## config.mk

```make
export PLATFORM = sky130hd
export DESIGN_NAME = std_binary_encoder_stream
export DESIGN_NICKNAME = d
export VERILOG_FILES = /design/src/rtl/std_binary_encoder_stream_pkg.sv /design/src/rtl/std_bit_finder.sv /design/src/rtl/std_binary_encoder_stream.sv
export SDC_FILE = /design/constraint.sdc
export NUM_CORES = 1
export LEC_CHECK = 0
export CAP_MARGIN = 5
export CORE_ASPECT_RATIO = 1.2
export CORE_MARGIN = 5
export CORE_UTILIZATION = 57
export CTS_CLUSTER_DIAMETER = 50
export DETAILED_ROUTE_END_ITERATION = 8
export PLACE_DENSITY = 0.93
export SLEW_MARGIN = 20
export SYNTH_ARGS = -nofsm -noshare
export SYNTH_HDL_FRONTEND = slang
export SYNTH_SLANG_ARGS = --single-unit
```

## constraint.sdc

```tcl
create_clock -name i_clk -period 11.76 [get_ports i_clk]
set_input_delay 2.352 -clock i_clk [delete_from_list [all_inputs] [get_ports i_clk]]
set_output_delay 2.352 -clock i_clk [all_outputs]
set_load 0.01 [all_outputs]
```

## src/rtl/std_binary_encoder_stream_pkg.sv

```systemverilog
// std_binary_encoder_stream_pkg: shared types for the streaming binary encoder.
package std_binary_encoder_stream_pkg;
    typedef enum logic {IDLE = 1'b0, SCAN = 1'b1} state_t;
endpackage

```

## src/rtl/std_bit_finder.sv

```systemverilog
// std_bit_finder: combinational index of the lowest (or highest) set bit of a vector.
module std_bit_finder #(
    parameter int W = 256,
    parameter int BW = 8,
    parameter bit MSB_FIRST = 1'b0
) (
    input  logic [W-1:0]  vec,
    output logic [BW-1:0] idx,
    output logic          found
);
    // Later loop iterations win, so the scan runs away from the preferred end.
    always_comb begin
        idx = '0;
        found = |vec;
        for (int i = 0; i < W; i++) begin
            if (MSB_FIRST ? vec[i] : vec[W-1-i]) idx = MSB_FIRST ? BW'(i) : BW'(W-1-i);
        end
    end
endmodule

```

## src/rtl/std_binary_encoder_stream.sv

```systemverilog
// std_binary_encoder_stream: serializes each set bit of a multi-hot vector into binary indices.
// Define STD_BINARY_ENCODER_STREAM_MSB_FIRST_EN to emit highest set bit first.
module std_binary_encoder_stream
    import std_binary_encoder_stream_pkg::*;
#(
    parameter int BIN_WIDTH = 8,
    parameter int UNARY_WIDTH = 1 << BIN_WIDTH
) (
    input  logic                   i_clk,
    input  logic                   i_rst,
    input  logic                   i_en,
    input  logic                   i_valid,
    output logic                   o_ready,
    input  logic [UNARY_WIDTH-1:0] i_unary,
    output logic                   o_valid,
    input  logic                   i_ready,
    output logic [BIN_WIDTH-1:0]   o_bin,
    output logic                   o_last,
    output logic                   o_empty
);
`ifdef STD_BINARY_ENCODER_STREAM_MSB_FIRST_EN
    localparam bit MSB_FIRST = 1'b1;
`else
    localparam bit MSB_FIRST = 1'b0;
`endif

    state_t                 state, state_d;
    logic [UNARY_WIDTH-1:0] pending, pending_d;
    logic                   empty_q, empty_d;
    logic [BIN_WIDTH-1:0]   idx;
    logic                   found, last, take, acc;

    std_bit_finder #(.W(UNARY_WIDTH), .BW(BIN_WIDTH), .MSB_FIRST(MSB_FIRST)) u_finder (
        .vec(pending),
        .idx(idx),
        .found(found)
    );

    assign last = (pending & (pending - 1'b1)) == '0;
    assign take = i_en && o_valid && i_ready;
    assign acc  = i_valid && o_ready;

    always_ff @(posedge i_clk or posedge i_rst) begin
        if (i_rst) begin
            state   <= IDLE;
            pending <= '0;
            empty_q <= 1'b0;
        end else begin
            state   <= state_d;
            pending <= pending_d;
            empty_q <= empty_d;
        end
    end

    // A new vector accepted on the last beat overrides the return to IDLE.
    always_comb begin
        state_d = state;
        pending_d = pending;
        empty_d = empty_q;
        if (take) begin
            pending_d = found ? pending & ~(UNARY_WIDTH'(1) << idx) : pending;
            state_d = last ? IDLE : SCAN;
        end
        if (acc) begin
            pending_d = i_unary;
            empty_d = i_unary == '0;
            state_d = SCAN;
        end
    end

    always_comb begin
        o_valid = state == SCAN;
        o_bin = o_valid ? idx : '0;
        o_last = o_valid && last;
        o_empty = o_valid && empty_q;
        o_ready = i_en && (!o_valid || (i_ready && last));
    end
endmodule

```

# After elaboration in Yosys (flattened, before gate mapping)
# Cells that the tools add are included.
# op_classes
reduce_logical	15
n_addsub	1
muxes	263
shifts	1
bitwise_logic	3
# op_table
op	n
8-bit 2-to-1 mux	257
256-bit 2-to-1 mux	3
256-bit bitwise AND	2
256-bit zero test	2
256-bit inverter	1
256-bit OR reduction	1
1-bit by 8-bit left shift with 256-bit output, first input constant	1
256-bit by 1-bit subtractor with 256-bit output, second input constant	1
1-bit logical AND	7
2-bit nonzero test	2
1-bit 2-to-1 mux	3
2-bit AND reduction	1
1-bit zero test	1
1-bit logical OR	1
# word_totals
wordCells	286
register_bits	258

# Longest topological paths before layout
# depth
depth_word	262
depth_mapped	17
depth_no_buf	12

# Hierarchy
# A second synthesis with hierarchy kept.
# hier_totals
hier_cells	2899
hier_area_um2	22128.7
# by_module_without_submodules
module	cells_per_inst	area_per_inst_um2	instances
std_binary_encoder_stream	2275	18685.4	1
std_bit_finder	624	3443.3	1

# Least setup slack after synthesis
# No wires, ideal clock.
# synth_path
kind	reg-to-output
startpoint	register pending[16]
endpoint	output o_ready
arrival_ps	3911
required_ps	9408
slack_ps	5497
path_stages_with_launch	15
path_cell_list	dfrtp_1 -> clkbuf_1 -> nor4_2 -> nand2_1 -> clkbuf_1 -> or4_1 -> o41a_1 -> a2111oi_0 -> nand4_1 -> or4_1 -> nor4_1 -> and3_1 -> nand3_1 -> nor3_1 -> o21a_1
# synth_via
elab_chain_cells	6
# synth_rtl
element	line_no	source
start, declared	std_binary_encoder_stream.sv:28	logic [UNARY_WIDTH-1:0] pending, pending_d;
start signal, assigned	std_binary_encoder_stream.sv:50	pending <= pending_d;
256-bit by 1-bit subtractor with 256-bit output	std_binary_encoder_stream.sv:39	assign last = (pending & (pending - 1'b1)) == '0;
256-bit bitwise AND *	std_binary_encoder_stream.sv:39	
256-bit zero test *	std_binary_encoder_stream.sv:39	
1-bit logical AND *	std_binary_encoder_stream.sv:76	o_ready = i_en && (!o_valid || (i_ready && last));
1-bit logical OR *	std_binary_encoder_stream.sv:76	
1-bit logical AND *	std_binary_encoder_stream.sv:76	
end, declared	std_binary_encoder_stream.sv:13	output logic o_ready,
# Mark *: on every way between the ends. The rest lies on a longest branch, timed or not.

# Worst setup path in the final report
# layout_path
startpoint	register pending[0]
endpoint	output o_ready
# The elaborated chain is that of the path after synthesis.

==> reports/metrics.cfg <==
[floorplanning]
die_x_um=183
die_area_um2=40000
core_um2=35800
die_h_um=218
start_util=0.575
io_pins=273
rows=76

[pwr]
sw_frac_of_total=0.532
ir_drop_v=0.000303
power_frac_seq=0.312
powerDensity_nw_per_um2=197
internal_power_mw=2.26
clockPowerShare=0.200
power_leakage_nw=9.14
fin_total_pwr_mw=4.83
comb_power_share=0.488
switchingPower_mw=2.57

[global_route]
grt_max_degree=158
antenna_found_initial=4
gr-usage-all-layers=0.491
overflow=0
grt_pass1_vias=23900
grt_first_pass_wirelength_um=150000

[worst_setup_path]
reg2reg_setup_slack_ps=3550
r2r_end=pending[182]
r2r_start=pending[0]
critPathArrivalTime_ps=7320
worstPathRequired_ps=9410
crit_type=reg2out
start_kind=flip-flop
end_kind=output port
path_max_fanout=24
reg2reg_depth=15

[yosys]
synth_ff_type=dfrtp_1
syn_inst=2601
synthArstFlopShare=1.00
ys_ff_latch=258
synth_area_leaders=dfrtp_1, mux2i_1, o21ai_0
synth_top_cell_by_area=dfrtp_1
ys_seq_area_frac=0.314
synth_cell_types=78
ys_warn_count=0
synth_fp_nets=2862
avgSynthCellArea_um2=7.91
synth_edf_count=0
syn_area_um2=20600
netlist.area_leader.share=0.314

[place]
place_hpwl_um=78200
port_buffers=272
post-place-ws_ps=3140
gp_congestion=1.22

[layout]
final_common_cell=o21ai_0
antennaDiodeCount=0
nNetsFinal=3060
fill_cells=2808
areaGrowthSynthToFinish_pct=19.1
drive_gt1_frac=0.0662
final_cell_mix=o21ai_0, inv_1, clkdlybuf4s50_1

[sta]
rsz0062_at_grt=no
fin_skew_ps=22.6
finalSetupViolations=0
finalHoldViolations=0
worst_pin_slew_ps=1270
setup_tns_ps=0
timing.slew.headroom=0.140
layout_setup_ws_ps=2090
maxSlewViolCount=0
max_freq_mhz=103
fin_crit_sh=0.822
fin_crit_ps=9670
timing.hold.ws_ps=541

[detailed_routing]
routed_wl_um=102000
drtIter0Drc=4324
dr.max_layer_used=met5
wl_met2_um=42600
wl_per_cell_um=31.1
vias=24600
wl_met1_um=35300
via_per_inst=7.48
ant_nets=0
drt-pass1-iter-count=7
met3_length_um=14900
drcViolationCount=0

[clock_network]
post_cts_buffers=0
cts.path.max_buffers=3
tritoncts=done
clock_latency_ps=590
cts.repair.resized=0
numCtsBuffers=30
htree_levels=1
cts_hold_buf=0
cts.clk_slew.worst_paths_ps=60
cts_sinks=258
root_buffer=clkbuf_16

[worst_hold_path]
min-delay-start=empty_q
min_path_cells=2
holdPathEnd=empty_q
hold_path_class=reg2reg

[job]
max_cap_viol_count=0

[outcome]
status=finished, final reports clean

-- flip-flops by register name, indices dropped and copies added, names as in the netlist --
register  flops
pending     256
o_valid       1
empty_q       1
-- area by class of cell --
cell class,count,area [µm²],area share
flip-flops and latches,258,6460,0.264
well taps,468,586,0.0239
clock buffers,40,860,0.0351
repair buffers,305,2980,0.122
multi-input cells,1912,12300,0.504
inverters,292,1100,0.0451
clock inverters,16,155,0.00634
-- critical path, cell delays in order (launching register included) --
cell and delay, ps:
dfrtp_1 510, nor4_4 440, nand4_2 690, nor4_4 470
buf_4 230, nand4_1 720, or2_1 680, o41ai_1 880
and3_1 300, nand4_1 110, nor4_2 350, nand3_1 180
nor3_1 430, o21a_1 180, clkdlybuf4s50_1 530
-- kinds of logic after synthesis --
kind of cell             after synthesis  synth area share
flip-flops                           258             0.314
AND/OR/NAND/NOR                      943             0.249
multiplexers                         257             0.127
adder cells (fa/ha/maj)                3           0.00146
AO/OA/AOI/OAI                        709             0.219
buffers and inverters                431            0.0890
-- stage by stage --
step	instance area (µm²)	utilization	instances
2_1_floorplan	20600	-	2601
3_3_place_gp	23500	0.656	3235
3_5_place_dp	23500	0.656	3235
4_1_cts	24500	0.685	3291
5_1_grt	24500	0.685	3291
6_report	24500	0.685	3291
-- power groups by stage --
stage | Sequential [mW] | Combinational [mW] | Clock, mW
after floorplan | 1.25 | 1.20 | 0
after global placement | 1.47 | 2.11 | 0
after detailed placement | 1.48 | 2.13 | 0
after CTS | 1.47 | 2.17 | 0.960
after global routing | 1.51 | 2.37 | 0.993
final | 1.51 | 2.36 | 0.966
-- synth_stat cells, drive strengths merged, types with 7 or more instances --
| cell | number |
|---|---|
| o21ai | 315 |
| inv | 292 |
| dfrtp | 258 |
| mux2i | 227 |
| nor2 | 192 |
| nor4 | 184 |
| nand2 | 153 |
| clkbuf | 104 |
| nor3 | 99 |
| a21oi | 87 |
| nand4 | 82 |
| nand3 | 76 |
| o31ai | 52 |
| buf | 35 |
| or4 | 34 |
| or2 | 31 |
| or3 | 31 |
| mux2 | 30 |
| a31oi | 26 |
| a21boi | 23 |
| a2111oi | 20 |
| o21a | 19 |
| o41ai | 19 |
| o31a | 17 |
| nand2b | 15 |
| o21bai | 13 |
| a211oi | 12 |
| o2111ai | 12 |
| and3 | 11 |
| and2 | 10 |
| o32ai | 10 |
| o22ai | 9 |
| o211ai | 8 |
| a221oi | 7 |
| nor2b | 7 |
-- layer usage --
metal	vias to the layer above	track usage
met5	-	0
met4	4	0.345
met3	664	0.162
met2	2407	0.720
met1	11500	0.606
li1	10100	-
-- how the worst max path moves through the flow --
| stage | startpoint | to | slack, ps | cells after the start |
|---|---|---|---|---|
| floorplan | i_rst | empty_q | 2310 | 1 |
| global placement | pending[0] | o_ready | 3240 | 14 |
| detailed placement | pending[0] | o_last | 3140 | 13 |
| CTS | pending[0] | o_last | 2480 | 13 |
| global route | pending[8] | o_ready | 2040 | 14 |
| finish | pending[0] | o_ready | 2090 | 14 |
(Power assumes the default switching activity.)
